===== src/rtl/hub75_scan_controller_pkg.sv =====
// hub75_pkg: shared defaults, FSM state codes and the BCM on-time helper for the HUB75 scan controller
package hub75_pkg;
  localparam int COLUMNS_DEF = 32;
  localparam int ROW_BITS_DEF = 3;
  localparam int DEPTH_DEF = 4;
  localparam int BASE_TIME_DEF = 8;
  localparam int COL_BITS = $clog2(COLUMNS_DEF);
  localparam int ADDR_W = ROW_BITS_DEF + COL_BITS;
  localparam int TIMER_W = $clog2(BASE_TIME_DEF << (DEPTH_DEF - 1)) + 1;
  localparam logic [2:0] S_IDLE = 3'd0;
  localparam logic [2:0] S_PREFETCH = 3'd1;
  localparam logic [2:0] S_SHIFT = 3'd2;
  localparam logic [2:0] S_WAIT = 3'd3;
  localparam logic [2:0] S_LATCH = 3'd4;
  function automatic int bcm_time(input int base, input int plane);
    return base << plane;
  endfunction
endpackage


===== src/rtl/hub75_scan_controller_if.sv =====
// hub75_scan_controller_if: framebuffer read port plus HUB75 panel pins
interface hub75_scan_controller_if #(
  parameter int ADDR_W = hub75_pkg::ADDR_W,
  parameter int DATA_W = 6 * hub75_pkg::DEPTH_DEF,
  parameter int ROW_BITS = hub75_pkg::ROW_BITS_DEF
);
  logic fb_rd;
  logic [ADDR_W-1:0] fb_addr;
  logic [DATA_W-1:0] fb_data;
  logic [5:0] rgb;
  logic [ROW_BITS-1:0] a;
  logic oe;
  logic lat;
  logic oclk;
  modport master(output fb_rd, fb_addr, rgb, a, oe, lat, oclk, input fb_data);
  modport slave(input fb_rd, fb_addr, rgb, a, oe, lat, oclk, output fb_data);
endinterface


===== src/rtl/hub75_scan_controller_bcm_timer.sv =====
// hub75_bcm_timer: down-counter that holds the panel enabled for a loaded number of cycles
module hub75_bcm_timer #(
  parameter int W = hub75_pkg::TIMER_W
) (
  input  logic         clk,
  input  logic         rst,
  input  logic         load_i,
  input  logic [W-1:0] count_i,
  output logic         busy_o,
  output logic         oe_n_o
);
  logic [W-1:0] cnt_q, cnt_d;
  assign busy_o = cnt_q != '0;
  assign oe_n_o = ~busy_o;
  assign cnt_d = load_i ? count_i : busy_o ? cnt_q - 1'b1 : cnt_q;
  always_ff @(posedge clk or posedge rst)
    if (rst) cnt_q <= '0;
    else cnt_q <= cnt_d;
endmodule


===== src/rtl/hub75_scan_controller.sv =====
// hub75_scan_controller: fetches pixel pairs, shifts one bit plane per row, latches and BCM-gates the panel
module hub75_scan_controller
  import hub75_pkg::*;
#(
  parameter int COLUMNS = COLUMNS_DEF,
  parameter int ROW_BITS = ROW_BITS_DEF,
  parameter int DEPTH = DEPTH_DEF,
  parameter int BASE_TIME = BASE_TIME_DEF
) (
  input  logic clk,
  input  logic rst,
  input  logic enable_i,
  hub75_scan_controller_if.master bus,
  output logic frame_start_o,
  output logic busy_o
);
  localparam int COL_W = $clog2(COLUMNS);
  localparam int PLANE_W = DEPTH > 1 ? $clog2(DEPTH) : 1;
  localparam int TMR_W = $clog2(BASE_TIME << (DEPTH - 1)) + 1;
  logic [2:0] state_q, state_d;
  logic [ROW_BITS-1:0] row_q, a_q;
  logic [PLANE_W-1:0] plane_q;
  logic [COL_W-1:0] col_q;
  logic phase_q;
  logic [5:0] rgb_q, rgb_d;
  logic tmr_busy, last_col, last_plane, in_shift, in_latch;
  assign in_shift = state_q == S_SHIFT;
  assign in_latch = state_q == S_LATCH;
  assign last_col = in_shift && phase_q && col_q == COL_W'(COLUMNS - 1);
  assign last_plane = plane_q == PLANE_W'(DEPTH - 1);
  always_comb begin
    rgb_d = '0;
    for (int i = 0; i < 6; i++) rgb_d[i] = bus.fb_data[i*DEPTH + int'(plane_q)];
  end
  // Enable is only consulted when a new plane would start, so a running plane always completes
  always_comb
    state_d = state_q == S_IDLE     ? (enable_i ? S_PREFETCH : S_IDLE) :
              state_q == S_PREFETCH ? S_SHIFT :
              in_shift              ? (last_col ? (tmr_busy ? S_WAIT : S_LATCH) : S_SHIFT) :
              state_q == S_WAIT     ? (tmr_busy ? S_WAIT : S_LATCH) :
              enable_i              ? S_PREFETCH : S_IDLE;
  always_ff @(posedge clk or posedge rst)
    if (rst) begin
      state_q <= S_IDLE;
      row_q <= '0;
      a_q <= '0;
      plane_q <= '0;
      col_q <= '0;
      phase_q <= 1'b0;
      rgb_q <= '0;
    end else begin
      state_q <= state_d;
      if (in_shift) begin
        phase_q <= ~phase_q;
        if (phase_q) col_q <= col_q + 1'b1;
        else rgb_q <= rgb_d;
      end
      if (in_latch) begin
        a_q <= row_q;
        plane_q <= last_plane ? '0 : plane_q + 1'b1;
        if (last_plane) row_q <= row_q + 1'b1;
      end
    end
  // Column c+1 is requested during phase 1 of column c so its data is ready for the next phase 0
  assign bus.fb_rd = state_q == S_PREFETCH || (in_shift && phase_q && !last_col);
  assign bus.fb_addr = {row_q, in_shift ? COL_W'(col_q + 1'b1) : COL_W'(0)};
  assign bus.rgb = rgb_q;
  assign bus.a = a_q;
  assign bus.lat = in_latch;
  assign bus.oclk = in_shift && phase_q;
  assign frame_start_o = in_latch && row_q == '0 && plane_q == '0;
  assign busy_o = state_q != S_IDLE;
  hub75_bcm_timer #(.W(TMR_W)) u_timer (
    .clk    (clk),
    .rst    (rst),
    .load_i (in_latch),
    .count_i(TMR_W'(bcm_time(BASE_TIME, int'(plane_q)))),
    .busy_o (tmr_busy),
    .oe_n_o (bus.oe)
  );
endmodule


===== src/flat_wrapper.sv =====
// flat-port wrapper written by rule: the top's interface ports become plain ports
module hub75_scan_controller_flat import hub75_pkg::*;
#(
  parameter int COLUMNS = COLUMNS_DEF,
  parameter int ROW_BITS = ROW_BITS_DEF,
  parameter int DEPTH = DEPTH_DEF,
  parameter int BASE_TIME = BASE_TIME_DEF
)
  (clk, rst, enable_i, frame_start_o, busy_o, bus_fb_rd, bus_fb_addr, bus_rgb, bus_a, bus_oe, bus_lat, bus_oclk, bus_fb_data);
  hub75_scan_controller_if #(.ADDR_W(8), .DATA_W(24), .ROW_BITS(ROW_BITS)) bus_i ();
  input  logic clk;
  input  logic rst;
  input  logic enable_i;
  output logic frame_start_o;
  output logic busy_o;
  output wire logic [$bits(bus_i.fb_rd)-1:0] bus_fb_rd;
  output wire logic [$bits(bus_i.fb_addr)-1:0] bus_fb_addr;
  output wire logic [$bits(bus_i.rgb)-1:0] bus_rgb;
  output wire logic [$bits(bus_i.a)-1:0] bus_a;
  output wire logic [$bits(bus_i.oe)-1:0] bus_oe;
  output wire logic [$bits(bus_i.lat)-1:0] bus_lat;
  output wire logic [$bits(bus_i.oclk)-1:0] bus_oclk;
  input wire logic [$bits(bus_i.fb_data)-1:0] bus_fb_data;
  assign bus_fb_rd = bus_i.fb_rd;
  assign bus_fb_addr = bus_i.fb_addr;
  assign bus_rgb = bus_i.rgb;
  assign bus_a = bus_i.a;
  assign bus_oe = bus_i.oe;
  assign bus_lat = bus_i.lat;
  assign bus_oclk = bus_i.oclk;
  assign bus_i.fb_data = bus_fb_data;
  hub75_scan_controller #(.COLUMNS(COLUMNS), .ROW_BITS(ROW_BITS), .DEPTH(DEPTH), .BASE_TIME(BASE_TIME)) u_core (.clk(clk), .rst(rst), .enable_i(enable_i), .bus(bus_i), .frame_start_o(frame_start_o), .busy_o(busy_o));
endmodule

===== config.mk =====
export PLATFORM = sky130hd
export DESIGN_NAME = hub75_scan_controller_flat
export DESIGN_NICKNAME = d
export VERILOG_FILES = /design/src/rtl/hub75_scan_controller_pkg.sv /design/src/rtl/hub75_scan_controller_if.sv /design/src/rtl/hub75_scan_controller_bcm_timer.sv /design/src/rtl/hub75_scan_controller.sv /design/src/flat_wrapper.sv
export SDC_FILE = /design/constraint.sdc
export NUM_CORES = 1
export LEC_CHECK = 0
export CORE_MARGIN = 2
export CORE_UTILIZATION = 38
export CTS_BUF_LIST = sky130_fd_sc_hd__clkbuf_16
export CTS_CLUSTER_DIAMETER = 80
export DETAILED_ROUTE_END_ITERATION = 12
export PLACE_DENSITY_LB_ADDON = 0.25
export REMOVE_ABC_BUFFERS = 1
export SYNTH_ARGS = -nofsm -noshare
export SYNTH_HDL_FRONTEND = slang
export SYNTH_SLANG_ARGS = --single-unit

===== constraint.sdc =====
create_clock -name clk -period 5.6 [get_ports clk]
set_clock_uncertainty 0.05 [all_clocks]
set_input_delay 1.12 -clock clk [delete_from_list [all_inputs] [get_ports clk]]
set_output_delay 1.12 -clock clk [all_outputs]
set_load 0.01 [all_outputs]

==> results of run 1 <==
==> report_power, final <==
part | leakage [nW] | switching (W) | internal, W
registers | 0.390 | 0.000000940 | 0.000219
logic | 0.548 | 0.00000963 | 0.0000237
clock network | 0.0724 | 0.0000870 | 0.000160
==> flip-flops by register name (all words and copies together), names as in the netlist <==
register,count
u_core.row_q,3
u_core.state_q,3
u_core.bus.a,3
u_core.phase_q,1
u_core.col_q,5
u_core.plane_q,2
u_core.u_timer.cnt_q,7
u_core.bus.rgb,6
==> worst reg2reg max path: stages (launching register included) <==
cell and delay, ps:
dfrtp_1 640, inv_1 160, ha_1 230, or4b_2 620, o41ai_1 110, nor3b_1 110
==> cells in the final DEF (no fill, tap or decap), types with 2 or more instances in the layout <==
cell type	n
clkdlybuf4s50_1	49
dfrtp_1	30
inv_1	13
nand2_1	12
o21ai_0	10
ha_1	10
mux2_2	9
xnor2_1	8
nor3_1	7
nor2_1	6
mux4_2	6
clkbuf_16	5
a21oi_1	4
nand2b_1	3
or3b_2	2
nor3b_1	2
nand3_1	2
or3_1	2
xor2_1	2
and2_1	2
==> cells by family (layout without fill, tap and decap cells) <==
logic type	count (synthesis)	count (layout)	synth area share, %
AOI/OAI and AO/OA	21	21	7.721
adders and majority gates	10	10	7.353
and+or+nand+nor	49	49	16.69
xor gates and xnor gates	10	10	5.147
muxes	15	15	13.90
buffers and inverters	20	69	5.073
DFF	30	30	44.12
==> worst paths after layout <==
kind                                               from  cells past startpoint                 endpoint
max in group asynchronous                           rst                      2          u_core.bus.a[1]
worst min register to register        u_core.bus.rgb[5]                      1        u_core.bus.rgb[5]
worst max register to register        u_core.plane_q[0]                      5  u_core.u_timer.cnt_q[5]
worst max-delay path            u_core.u_timer.cnt_q[2]                      4                   bus_oe
min in group asynchronous                           rst                      2          u_core.col_q[2]
worst min-delay path                  u_core.bus.rgb[5]                      1        u_core.bus.rgb[5]
==> per-layer routing <==
layer | share of wire (%) | vias to the layer above | track usage, %
met1 | 41 | 614 | 18.81
met4 | 1.9 | 0 | 6.289
met2 | 48 | 43 | 26.69
li1 | - | 636 | -
met3 | 8.6 | 7 | 6.695
met5 | 0 | - | 0
==> synthesized netlist by cell type (all sizes together) (3+ instances only) <==
master,instances
dfrtp,30
inv,12
nand2,12
ha,10
o21ai,10
mux2,9
xnor2,8
nor2,7
nor3,7
mux4,6
a21oi,4
buf,4
clkbuf,4
nand2b,3
==> metrics by stage <==
stage	setup slack [ps]	utilization, %
3_3_place_gp	2433	51.24
3_5_place_dp	2375	51.24
6_report	2072	54.43
5_1_grt	1955	54.43
4_1_cts	2075	54.43
2_1_floorplan	2982	-
==> area by class of cell <==
cell class / count / area share [%]
clock inverter: 3 / 0.5316
inverter: 12 / 1.914
tap: 52 / 2.764
sequential: 30 / 31.90
clock buffer: 5 / 5.316
timing repair buffer: 49 / 20.84
multi-input combinational: 105 / 36.74
==> impl_metrics.csv, run 1 <==
group,metric,value,unit
routing,postRouteWirelength,3.753,mm
synthesis,synth.top_cell.area_share,44.12,%
worst_setup_path,critical-path-slowest-cell,"or4_1",
synthesis,synth_top_area_cell,"dfrtp_1",
sta,setup_tns,0,ps
cells_and_area,final_cells,256,
placement,portBuffers,49,
die,io_pins,50,
grt,grt_pass1_wl,6.375,mm
sta,min_period_over_period,63.00,%
synthesis,synth_ff_type,"dfrtp_1",
sta,maxSlewHeadroom,25.56,%
grt,grt_antenna_before_repair,0,
die,dieWidth,70.92,µm
cts,path_clk_slew,50,ps
placement,placed_cells,248,
cells_and_area,final_cell_area,2354,µm²
worst_hold_path,holdCritPathClass,"flop to flop",
cells_and_area,nNetsFinal,240,
sta,setup_violations,0,
routing,ant_nets,0,
power_and_ir_drop,leakagePower,1.011,nW
flow_run,max-cap-violations,0,
worst_setup_path,worstPathCellList,"or4_1, or2_4, inv_1, clkdlybuf4s50_1",
cells_and_area,drive_above_1_share,14.22,%
worst_setup_path,start_kind,"flop",
cells_and_area,multiInputGateArea,864.6,µm²
die,core-area,4324,µm²
cts,cts_setup_buffers,0,
sta,slew_viol_final,0,
die,die_h,70.92,µm
synthesis,ys_warn_count,0,
synthesis,synth_seq_cells,30,
run_status,status,"finished, final reports clean",
cts,htree_levels,2,
worst_setup_path,critPathCaptureType,"primary output",
synthesis,syn_inst,155,
routing,drt_pre_antenna_iters,4,
sta,rsz0062_at_grt,"no",
routing,wl_per_cell,14.66,µm
worst_setup_path,cp_max_fo,10,
cts,cts_hold_buf,0,
placement,gp_congestion,0.8674,
power_and_ir_drop,power,0.0005006,W
grt,grt_use_total,16.19,%
sta,post-route-min-period,3528,ps
cts,cts_sinks,30,
worst_setup_path,critPathRequiredTime,4430,ps
routing,vias,1300,
placement,dp_hpwl,2.918,mm
placement,placed_cell_area,2216,µm²
worst_setup_path,critPathKind,"flop to primary output",
cells_and_area,syn2layout_area_growth,38.31,%
die,start_util,39.35,%
sta,final_hold_viol_count,0,
routing,drt_iter0_drc,21,
die,num_rows,24,
synthesis,synthArstFlopShare,100.0,%
synthesis,syn_area,1702,µm²
grt,grt_pass1_vias,1371,
cells_and_area,diodes,0,
cts,cts-root-buf,"clkbuf_16",
cts,ctsLongestPathBuffers,2,
synthesis,synth_edf_count,0,
synthesis,synth.distinct_cells,39,
sta,tightest_slew,1115,ps
synthesis,synth.area.top_cells,"dfrtp_1 (44%), mux4_2 (7.9%), ha_1 (7.4%)",
cts,clock_latency,270,ps
cells_and_area,fillCellCount,398,
worst_setup_path,arrival,2360,ps
sta,holdWs,448.8,ps
power_and_ir_drop,powerDensity,212.7,nW/µm²
routing,drc_errors,0,
sta,max_freq,283.5,MHz
power_and_ir_drop,ir_worst_vdd,0.1584,mV
worst_setup_path,rrSetupSlack,3540,ps
worst_setup_path,cp_num_buf_inv,2,
synthesis,avgSynthCellArea,10.98,µm²
die,die-area,5029,µm²
worst_setup_path,critPathMaxStageDelay,710,ps
cts,cts_buffers,5,
cts,cts_tree,"built",
cts,cts_resized,0,
grt,overflow,0,
cells_and_area,register_area,750.7,µm²
worst_setup_path,path_delay_family,"simple AND/OR/NAND/NOR gates",
synthesis,seq_area_frac_synth,44.12,%
routing,viasPerCell,5.078,
grt,grt_max_degree,31,
Note: power is estimated with default switching activity, not from simulation.
==> run 2, diff against run 1 <==
clock period = 3.3 ns   (was 5.6 ns; I/O delays follow)
==> run 2 against run 1 <==
  * Sequential share of layout area is 0.66 points lower
  * Register-to-register slack worse by 2300 ps
  * Core utilization is 1.2 points higher
  * Critical path depth stayed put
  * Hold slack worse by 24 ps
  * Sequential cell count stayed put
  * Worst setup slack worse by 1800 ps
  * Via count is 3.4% higher
  * Die area stayed put
  * Combinational power is 74% higher
  * Wire length is 4.9% higher
  * Clock power is 110% higher
  * Critical endpoint unchanged
  * Largest cell class unchanged
==> impl_metrics.csv, run 2 (same netlist as run 1, synthesis figures left out) <==
group,metric,value,unit
routing,viasPerCell,5.189,
routing,wl_per_cell,15.20,µm
worst_setup_path,cp_max_fo,10,
routing,drt_pre_antenna_iters,4,
die,io_pins,50,
worst_hold_path,holdCritPathClass,"flop to flop",
grt,grt_max_degree,31,
power_and_ir_drop,power_frac_clock,54.1,%
worst_setup_path,critPathCaptureType,"primary output",
power_and_ir_drop,switching_share,18.62,%
grt,grt_pass1_vias,1423,
cells_and_area,final_cell_mix,"clkdlybuf4s50_1 (49), dfrtp_1 (30), inv_1 (12), nand2_1 (12)",
die,die_h,70.92,µm
worst_setup_path,r2r.worst_path.cells,5,
cts,cts_buffers,5,
worst_setup_path,worstPathCellList,"or4_1, or2_4, inv_1, clkdlybuf4s50_1",
worst_setup_path,critical-path-slowest-cell,"or4_1",
cts,htree_levels,2,
placement,portBuffers,49,
power_and_ir_drop,powerDensity,391.3,nW/µm²
grt,grt_use_total,16.83,%
power_and_ir_drop,combPwrFrac,6.2,%
worst_setup_path,r2r_start,"u_core.plane_q[0]",
power_and_ir_drop,p_seq_share,39.8,%
sta,tightest_slew,508.7,ps
die,die-area,5029,µm²
cts,cts_resized,0,
sta,final_hold_viol_count,0,
worst_hold_path,worstHoldStart,"u_core.bus.a[0]",
sta,slew_viol_final,0,
power_and_ir_drop,ir_worst_vdd,0.2445,mV
routing,postRouteWirelength,3.938,mm
cells_and_area,diodes,0,
placement,placed_cells,251,
cts,cts-root-buf,"clkbuf_16",
cts,path_clk_slew,50,ps
cells_and_area,final_cells,259,
die,dieWidth,70.92,µm
cts,cts_setup_buffers,0,
power_and_ir_drop,leakagePower,1.038,nW
cts,cts_tree,"built",
power_and_ir_drop,net-switching-power,0.0001751,W
worst_setup_path,timing.rr.end,"u_core.u_timer.cnt_q[5]",
cells_and_area,syn2layout_area_growth,41.25,%
placement,gp_congestion,0.8991,
worst_hold_path,hold_depth,2,
sta,setup_tns,0,ps
sta,min_period_over_period,93.13,%
worst_setup_path,startpoint,"u_core.u_timer.cnt_q[2]",
sta,post-route-min-period,3073,ps
cts,clock_latency,280,ps
routing,drc_errors,0,
worst_setup_path,arrival,2360,ps
cts,ctsLongestPathBuffers,2,
die,core-area,4324,µm²
grt,grt_pass1_wl,6.637,mm
routing,vias,1344,
flow_run,max-cap-violations,0,
power_and_ir_drop,power.internal,0.0007654,W
die,num_rows,24,
sta,max_freq,325.4,MHz
sta,maxSlewHeadroom,66.09,%
worst_setup_path,critPathMaxStageDelay,710,ps
worst_setup_path,critPathKind,"flop to primary output",
die,start_util,39.35,%
cts,cts_hold_buf,0,
cells_and_area,regMostFlops,"u_core.u_timer.cnt_q",
worst_hold_path,hold-path-endpoint,"u_core.bus.a[0]",
sta,setup_violations,0,
placement,dp_hpwl,2.896,mm
routing,ant_nets,0,
cts,cts_sinks,30,
cells_and_area,drive_above_1_share,16.43,%
worst_setup_path,critPathRequiredTime,2590,ps
grt,grt_antenna_before_repair,0,
cells_and_area,nNetsFinal,243,
run_status,status,"finished, final reports clean",
grt,overflow,0,
routing,drt_iter0_drc,44,
worst_setup_path,rrSetupSlack,1230,ps
sta,rsz0062_at_grt,"no",
cells_and_area,layout_commonest_cell,"clkdlybuf4s50_1",
cells_and_area,largest_reg_flops,7,
worst_setup_path,start_kind,"flop",
## run 2: cell types whose count changed in the layout (fill, tap and decap cells not counted)
cell	delta
buf_4	+3
bufinv_16	+1
clkinv_1	-1
clkinv_2	+1
inv_1	-1
## run 2: how the worst max path moves through the flow
stage | endpoint | slack, ps
after floorplan | bus_oe | 1140
after global placement | bus_oe | 600
after detailed placement | bus_oe | 550
after CTS | bus_oe | 230
after global routing | bus_oe | 140
final | bus_oe | 230
## run 2: per-stage QoR
step	hold slack (ps)	total power (W)	utilization, %	area [µm²]	setup WS (ps)
after detailed placement	421.7	0.0004391	51.77	2238	546.0
after floorplan	426.9	0.0003959	-	1660	1142
final	424.6	0.0009406	55.58	2404	226.8
after CTS	433.3	0.0009515	55.58	2404	234.2
after global placement	413.6	0.0004369	51.77	2238	600.3
after global routing	467.8	0.0009723	55.58	2404	138.6
## run 2: final cells by class
cell class / count / area (µm²)
Sequential cell: 30 / 750.7
Fill cell: 394 / 1921
Clock inverter: 3 / 40.04
Timing Repair Buffer: 52 / 513.0
Inverter: 12 / 45.04
Multi-Input combinational cell: 105 / 864.6
Clock buffer: 5 / 125.1
Tap cell: 52 / 65.06
## run 2: power groups by stage
stage	Clock [W]	Combinational [W]	Sequential (W)
final	0.000509	0.0000580	0.000374
after global routing	0.000537	0.0000617	0.000374
after CTS	0.000518	0.0000593	0.000374
after detailed placement	0	0.0000589	0.000380
after global placement	0	0.0000570	0.000380
after floorplan	0	0.0000140	0.000382
## run 2: routing by layer
metal / vias to the layer above / global-route usage, % / routed length (µm)
met3: 7 / 4.843 / 278
met4: 0 / 7.757 / 78
li1: 638 / - / -
met5: - / 0 / 0
met1: 655 / 20.33 / 1672
met2: 44 / 27.83 / 1908
## run 2: critical path, delay by kind of cell (launching register included)
family,cells,cell delay [ps]
buf+inv,2,620
flops,1,430
simple gates,2,1040
==> run 3, diff against run 2 <==
SKIP_LAST_GASP = 1   (was unset)
==> results of run 3 <==
Final layout, timing and power as in run 2 (identical DEF).
